## config.mk

```make
export PLATFORM = sky130hd
export DESIGN_NAME = imem_loader
export DESIGN_NICKNAME = d
export VERILOG_FILES = /design/src/rtl/imem_loader_pkg.sv /design/src/rtl/imem_loader_word_assembler.sv /design/src/rtl/imem_loader.sv
export SDC_FILE = /design/constraint.sdc
export NUM_CORES = 1
export LEC_CHECK = 0
export ABC_AREA = 1
export BUFFER_PORTS_ARGS = -buffer_cell sky130_fd_sc_hd__buf_2
export CORE_MARGIN = 3
export CORE_UTILIZATION = 55
export CTS_CLUSTER_DIAMETER = 80
export DETAILED_ROUTE_END_ITERATION = 8
export PLACE_DENSITY = 0.85
export SLEW_MARGIN = 15
export SYNTH_ARGS = -nofsm -noshare
export SYNTH_HDL_FRONTEND = slang
export SYNTH_HIERARCHICAL = 1
export SYNTH_SLANG_ARGS = --single-unit
export TNS_END_PERCENT = 100
```

## constraint.sdc

```tcl
create_clock -name clk -period 3.9 [get_ports clk]
set_clock_uncertainty 0.15 [all_clocks]
set_input_delay 0.39 -clock clk [delete_from_list [all_inputs] [get_ports clk]]
set_output_delay 0.39 -clock clk [all_outputs]
set_load 0.01 [all_outputs]
```

## src/rtl/imem_loader_pkg.sv

```systemverilog
// Shared definitions for the instruction-memory loader: memory size and
// FSM state encodings, so the loader and the instruction memory agree.
package imem_loader_pkg;

    localparam int IMEM_DEPTH  = 32;
    localparam int IMEM_ADDR_W = 5;

    typedef enum logic [1:0] {
        IMEM_IDLE   = 2'd0,
        IMEM_LOAD   = 2'd1,
        IMEM_WRITE  = 2'd2,
        IMEM_FINISH = 2'd3
    } imem_state_t;

endpackage

```

## src/rtl/imem_loader_word_assembler.sv

```systemverilog
// Collects four little-endian bytes into one 32-bit instruction word.
// The 2-bit lane counter wraps 3->0 on its own at each word boundary.
module imem_word_assembler (
    input  logic        clk,
    input  logic        rst_n,
    input  logic        clear,
    input  logic        accept,
    input  logic [7:0]  byte_data,
    output logic [31:0] word,
    output logic        full
);

    logic [1:0] byte_cnt;

    // Completing the fourth lane is signalled in the same cycle as its accept,
    // so the FSM can move to WRITE on that edge.
    assign full = accept & (byte_cnt == 2'd3);

    // Place each accepted byte into the lane selected by the counter.
    always_ff @(posedge clk or negedge rst_n) begin
        if (!rst_n) begin
            word     <= '0;
            byte_cnt <= '0;
        end else if (clear) begin
            byte_cnt <= '0;
        end else if (accept) begin
            case (byte_cnt)
                2'd0: word[7:0]   <= byte_data;
                2'd1: word[15:8]  <= byte_data;
                2'd2: word[23:16] <= byte_data;
                2'd3: word[31:24] <= byte_data;
                default: word[7:0] <= byte_data;
            endcase
            byte_cnt <= byte_cnt + 2'd1;
        end
    end

endmodule

```

## src/rtl/imem_loader.sv

```systemverilog
// Program loader and fetch-hold controller. Streams bytes into 32-bit words,
// issues one-cycle writes to the instruction memory, and keeps the CPU
// stalled until a first program has been loaded and while any load runs.
//
// state   | meaning
// IDLE    | waiting for start; rejects out-of-range word counts
// LOAD    | accepting bytes for the current word
// WRITE   | one-cycle write strobe of the assembled word
// FINISH  | one-cycle done pulse, marks the memory as loaded
module imem_loader
    import imem_loader_pkg::*;
#(
    parameter int DEPTH  = IMEM_DEPTH,
    parameter int ADDR_W = IMEM_ADDR_W
) (
    input  logic              clk,
    input  logic              rst_n,
    input  logic              start,
    input  logic [ADDR_W:0]   word_count,
    input  logic              byte_valid,
    input  logic [7:0]        byte_data,
    output logic              byte_ready,
    output logic              mem_write_enable,
    output logic [31:0]       mem_write_address,
    output logic [31:0]       mem_write_data,
    output logic              cpu_stall,
    output logic              busy,
    output logic              done,
    output logic              error
);

    localparam logic [ADDR_W:0] MAX_COUNT = (ADDR_W + 1)'(DEPTH);
    localparam logic [ADDR_W:0] ONE       = (ADDR_W + 1)'(1);

    imem_state_t       state;
    logic [ADDR_W:0]   count;
    logic [ADDR_W:0]   index;
    logic [ADDR_W:0]   index_next;
    logic              loaded;
    logic              start_ok;
    logic              accept;
    logic              clear;
    logic              full;
    logic [31:0]       word;

    assign start_ok   = (word_count != '0) && (word_count <= MAX_COUNT);
    assign byte_ready = (state == IMEM_LOAD);
    assign accept     = byte_valid & byte_ready;
    assign clear      = (state == IMEM_IDLE) & start & start_ok;
    assign index_next = index + ONE;

    imem_word_assembler u_assembler (
        .clk       (clk),
        .rst_n     (rst_n),
        .clear     (clear),
        .accept    (accept),
        .byte_data (byte_data),
        .word      (word),
        .full      (full)
    );

    // Sequencing FSM with word index, latched count, loaded flag and error pulse.
    always_ff @(posedge clk or negedge rst_n) begin
        if (!rst_n) begin
            state  <= IMEM_IDLE;
            count  <= '0;
            index  <= '0;
            loaded <= 1'b0;
            error  <= 1'b0;
        end else begin
            error <= 1'b0;
            case (state)
                IMEM_IDLE: begin
                    if (start) begin
                        if (start_ok) begin
                            count <= word_count;
                            index <= '0;
                            state <= IMEM_LOAD;
                        end else begin
                            error <= 1'b1;
                        end
                    end
                end
                IMEM_LOAD: begin
                    if (full) begin
                        state <= IMEM_WRITE;
                    end
                end
                IMEM_WRITE: begin
                    index <= index_next;
                    state <= (index_next == count) ? IMEM_FINISH : IMEM_LOAD;
                end
                IMEM_FINISH: begin
                    loaded <= 1'b1;
                    state  <= IMEM_IDLE;
                end
                default: state <= IMEM_IDLE;
            endcase
        end
    end

    // Outputs decode registered state only; address/data read zero outside WRITE.
    always_comb begin
        busy              = (state != IMEM_IDLE);
        mem_write_enable  = (state == IMEM_WRITE);
        done              = (state == IMEM_FINISH);
        cpu_stall         = !loaded | busy;
        mem_write_address = '0;
        mem_write_data    = '0;
        if (state == IMEM_WRITE) begin
            mem_write_address = {{(32 - ADDR_W - 2){1'b0}}, index[ADDR_W-1:0], 2'b00};
            mem_write_data    = word;
        end
    end

endmodule

```

* Word level (Yosys, flattened, before mapping)
Cells that the tools add are included.
Storage, ports and cells: bits of input ports 18, word-level logic and storage cells 59, output and inout port bits 70, register bits 50
Operators by class: $add $sub $neg 2, equality and inequality tests 10, muxes and demuxes 15, bitwise operators 6, reduce and logical (&&, ||, !) cells 15, $lt $le $gt $ge 1
Operators by type and width (count):
- $mux W32 | 1
- $reduce_and A3 Y1 | 7
- $mux W2 | 6
- $mux W6 | 2
- $pmux W6 S2 | 1
- $eq A2 B2 Y1 const B | 4
- $pmux W2 S4 | 1
- $mux W7 | 1
- $add A6 B1 Y6 const B | 1
- $eq A6 B6 Y1 | 1
- $le A6 B6 Y1 const B | 1
- $reduce_bool A2 Y1 | 3
- $reduce_bool A6 Y1 | 1
- $and A1 B1 Y1 | 4
- $eq A2 B1 Y1 const B | 2
- $logic_not A2 Y1 | 2
- $ne A2 B2 Y1 const B | 2
- $mux W1 | 3
- $add A2 B1 Y2 const B | 1
- $ne A2 B1 Y1 const B | 1
- $logic_and A1 B1 Y1 | 1
- $logic_not A1 Y1 | 1
- $not A1 Y1 | 1
- $or A1 B1 Y1 | 1

* Longest topological paths before layout
depth after elaboration 5, gate-level depth with buffers 11, mapped depth without buffers 10

* Modules after synthesis
Netlist, hierarchy kept.
By module, submodules not included:
- imem_word_assembler | times used 1, sequential area each 850.8 um2, cells each 162, area each 1488.9 um2
- imem_loader | times used 1, sequential area each 400.4 um2, cells each 233, area each 1428.9 um2

* Worst setup path after synthesis
Ideal clock, no wire load.
kind register to register, from reg state[0], to reg state[1], data required time 3.673 ns, cell stages (with the launch flop) 12, setup time 0.077 ns, path buffers 2, period minus slack after synthesis 1.852 ns, slack 2.048 ns, arrival 1.625 ns, path through dfrtp_1 -> inv_1 -> nor2_1 -> inv_1 -> nor2_1 -> buf_4 -> buf_4 -> nand2_1 -> inv_1 -> or2_1 -> nand3_1 -> a21oi_1
Between the ends: longest elaborated chain between the ends 5, elaborated cells between the ends (all ways) 11, those cells by class 6 x eq/ne; 1 x mux; 2 x bitwise; 2 x reduce/logical
Ends and longest elaborated chain:
- start: declaration | RTL line imem_loader.sv:35 | imem_state_t state;
- start signal: assignment | RTL line imem_loader.sv:91 | state <= (index_next == count) ? IMEM_FINISH : IMEM_LOAD;
- $eq A2 B1 Y1 | RTL line imem_loader.sv:47 | assign byte_ready = (state == IMEM_LOAD);
- net byte_ready | RTL line imem_loader.sv:22 | output logic byte_ready,
- $and A1 B1 Y1 | RTL line imem_loader.sv:48 | assign accept = byte_valid & byte_ready;
- net accept | RTL line imem_loader.sv:41 | logic accept;
- $and A1 B1 Y1 | RTL line imem_loader_word_assembler.sv:17 | assign full = accept & (byte_cnt == 2'd3);
- net full | RTL line imem_loader.sv:43 | logic full;
- $ne A2 B1 Y1 (no source line)
- $reduce_and A3 Y1 (no source line)
The timed path passes the listed nets, and every way through them passes these cells. A chain may end at the register's enable or synchronous reset.

* Worst setup path in the final report
from reg state[0], to reg u_assembler.word[15]
Between the ends: elaborated cells between the ends (all ways) 7, those cells by class 1 x eq/ne; 4 x bitwise; 2 x reduce/logical
RTL lines:
- $eq A2 B1 Y1 | RTL line imem_loader.sv:47
- $and A1 B1 Y1 | RTL line imem_loader.sv:48
- net accept | RTL line imem_loader.sv:41
- $reduce_and A3 Y1 (no source line)
- end signal: assignment | RTL line imem_loader_word_assembler.sv:29 | 2'd1: word[15:8] <= byte_data;
- end: declaration | RTL line imem_loader_word_assembler.sv:9 | output logic [31:0] word,
The timed path passes the listed nets, and every way through them passes these cells.

==> results.md <==
- Clock Pin Slew Worst Setup and Hold Paths: 0.09 ns
- Setup repair bufs after CTS: 0
- # diodes: 0
- Site Rows: 25
- Final period util: 63.11%
- Input/output buffers: 60
- Placed Cells incl. Taps: 507
- Initial antenna violation count: 0
- Area Overhead vs Synth: 10.33%
- CTS resizes: 0
- ANT nets after route: 0
- Buf+Inv Stages, Crit Path: 2
- Detail Placement HPWL: 4619 µm
- Wl on met1: 2641 µm
- Final WS setup: 1.439 ns
- CP Capture Type: flop
- Syn_area_per_cell: 7.387 µm²
- WS Path Type: flop to flop
- Post-Syn Instances: 395
- Largest delay share family, worst path: simple AND/OR/NAND/NOR gates
- Num CTS Buffers: 5
- RSZ-0062 raised after global routing: false
- I/O Pins: 88
- Crit path cell chain: inv_1, nor2_1, inv_1, nor2_2, nand3_1, nand2_1, nand2_1
- Status: completed
- CTS tree: built
- Yosys top cell by area: dfrtp_1
- Longest Clk Path Bufs: 2
- Vias: 2,500
- Starting DRC count in detailed routing: 96
- Synthesized flop and latch total: 50
- Setup-failing EPs final: 0
- Peak supply drop: 0.3273 mV
- Max Slew Vio Count: 0
- Worst Path Arrival: 2.50 ns
- Synth Flop Type: dfrtp_1
- Fin cells: 516
- Leak: 1.865 nW
- CP required: 3.94 ns
- Slew @ Worst Pin: 1.032 ns
- Vias in the first global route: 2,335
- Normalized max-slew margin: 31.12%
- Highest Signal Layer: met4
- Routability cong.: 0.8605
- Cell Pwr Density: 614.7 nW/µm²
- CTS sink cnt: 50
- Max_cap viols: 0
- Met2 routed WL: 3104 µm
- Core ar.: 4911 µm²
- Max incr delay on CP: 0.78 ns
- DRC viols: 0
- Dpl ws: 1.292 ns
- Worst setup SP type: flop
- Crit path max-delay cell type: nor2_2
- Met3 wire length: 395 µm
- Largest net degree at the start of global routing: 51
- Initial Util: 59.41%
- Vias per Instance: 4.845
- WL final: 6222 µm
- Die ar.: 6215 µm²
- Wire per inst: 12.06 µm
- TritonRoute pass-1 iters: 4
- Top post-synthesis cells by area: dfrtp_1 43%, nand2_1 14%, buf_4 8.5%
- Layout cells sized above 1: 18.71%
- Clock Latency Late Sink: 0.30 ns
- Overflow after GRT: 0
- H-tree levels: 2
- Hold slack final: 0.1454 ns
- Peak Freq: 406.3 MHz
- CTS root buf: clkbuf_8
- Ys Warns: 6
- Number of flops mapped to enable cells by yosys: 0
- Final hold vios: 0
- Die width: 78.84 µm
- Distinct cell type count after synthesis: 28
- Top cell type's share of synthesized area: 42.88%
- Nets@finish: 471
- Netlist Area Pre-Place: 2918 µm²
- Worst Path Max Fanout: 29
- Worst hold path type: input pin to flop
- Total global-route track usage: 20.82%
- Setup TNS Final: 0 ns
- Asr flop ratio synth: 100.0%
- Die H: 78.84 µm
- Sequential area share after synthesis: 42.88%
- Final Critical Period: 2.461 ns
- First-pass GRT wire length: 10,330 µm
per-stage QoR:
step / utilization (%) / cell area [µm²] / power (mW)
2_1_floorplan: - / 3015 / 1.490
3_3_place_gp: 63.44 / 3115 / 1.641
3_5_place_dp: 63.44 / 3115 / 1.677
4_1_cts: 65.30 / 3207 / 1.988
5_1_grt: 65.55 / 3219 / 2.160
6_report: 65.55 / 3219 / 1.979
logic make-up after synthesis:
| kind of cell | count (synthesis) | share of synthesized area [%] |
|---|---|---|
| buf+inv | 103 | 18.18 |
| flops | 50 | 42.88 |
| compound gates | 11 | 2.187 |
| xor+xnor | 2 | 0.6005 |
| simple gates | 223 | 33.88 |
| fa+ha+maj | 5 | 2.144 |
| other cells | 1 | 0.1285 |
Yosys cell counts (2+ instances only):
cell / n
o21ai_0: 5
inv_1: 56
buf_2: 9
nand4_1: 34
nor2_4: 2
nor2_1: 48
nand2_1: 111
a21oi_1: 2
inv_2: 3
dfrtp_1: 50
ha_1: 5
nand2_2: 4
nand3_1: 19
buf_4: 33
layout by cell type, fill, tap and decap left out, drive strengths merged, types with 5 or more instances in the layout:
cell,Yosys,routed
o21ai,7,7
nand2,115,115
inv,59,59
dfrtp,50,50
conb,1,27
nand3,20,20
clkbuf,1,7
nor2,51,51
buf,43,63
nand4,34,34
ha,5,5
worst reg2reg max path: stages, from the launching register on:
cell     delay, ns
dfrtp_1       0.45
inv_1         0.06
nor2_1        0.13
inv_1         0.10
nor2_2        0.78
nand3_1       0.46
nand2_1       0.16
nand2_1       0.07
state kept, by name, summed over array words and instances (netlist names):
signal	count
loaded	1
index	6
u_assembler/word	32
u_assembler/byte_cnt	2
state	2
error	1
count	6
final timing paths:
kind                                 startpoint                          endpoint  slack [ns]  cells after the start
max in group asynchronous                 rst_n   u_assembler/word[6]$_DFFE_PN0P_        2.69                      2
max                        state[0]$_DFFE_PN0P_  u_assembler/word[15]$_DFFE_PN0P_        1.44                      7
min reg2reg                  loaded$_DFFE_PN0P_                loaded$_DFFE_PN0P_        0.32                      1
max reg2reg                state[0]$_DFFE_PN0P_  u_assembler/word[15]$_DFFE_PN0P_        1.44                      7
min                               word_count[2]              count[2]$_DFFE_PN0P_        0.15                      3
min in group asynchronous                 rst_n              index[2]$_DFFE_PN0P_        0.49                      2
per-layer routing:
metal  GRT usage, %  vias up
met5              0        -
met4          6.873        0
met3          3.628        7
met2          35.91       88
met1          26.60     1133
li1               -     1272
timing repair:
action | in CTS | in global routing
hold buffers | 0 | 1
hold endpoints to repair | 0 | 13
setup endpoints to repair | 0 | 0
where the power goes:
part           switching [mW]  leakage (nW)  internal, mW
Sequential              0.157         0.633         0.741
Combinational           0.506          1.18         0.269
Clock                   0.163        0.0482         0.143
layout make-up:
type                       instances  area, µm²
tap                               67      83.83
clock buffer                       7      86.33
timing repair buffer              64      335.3
multi-input combinational        268       1236
sequential                        50       1251
clock inverter                     1      5.005
fill                             458       1692
inverter                          59      221.5
Power figures use the tool's default switching activity.
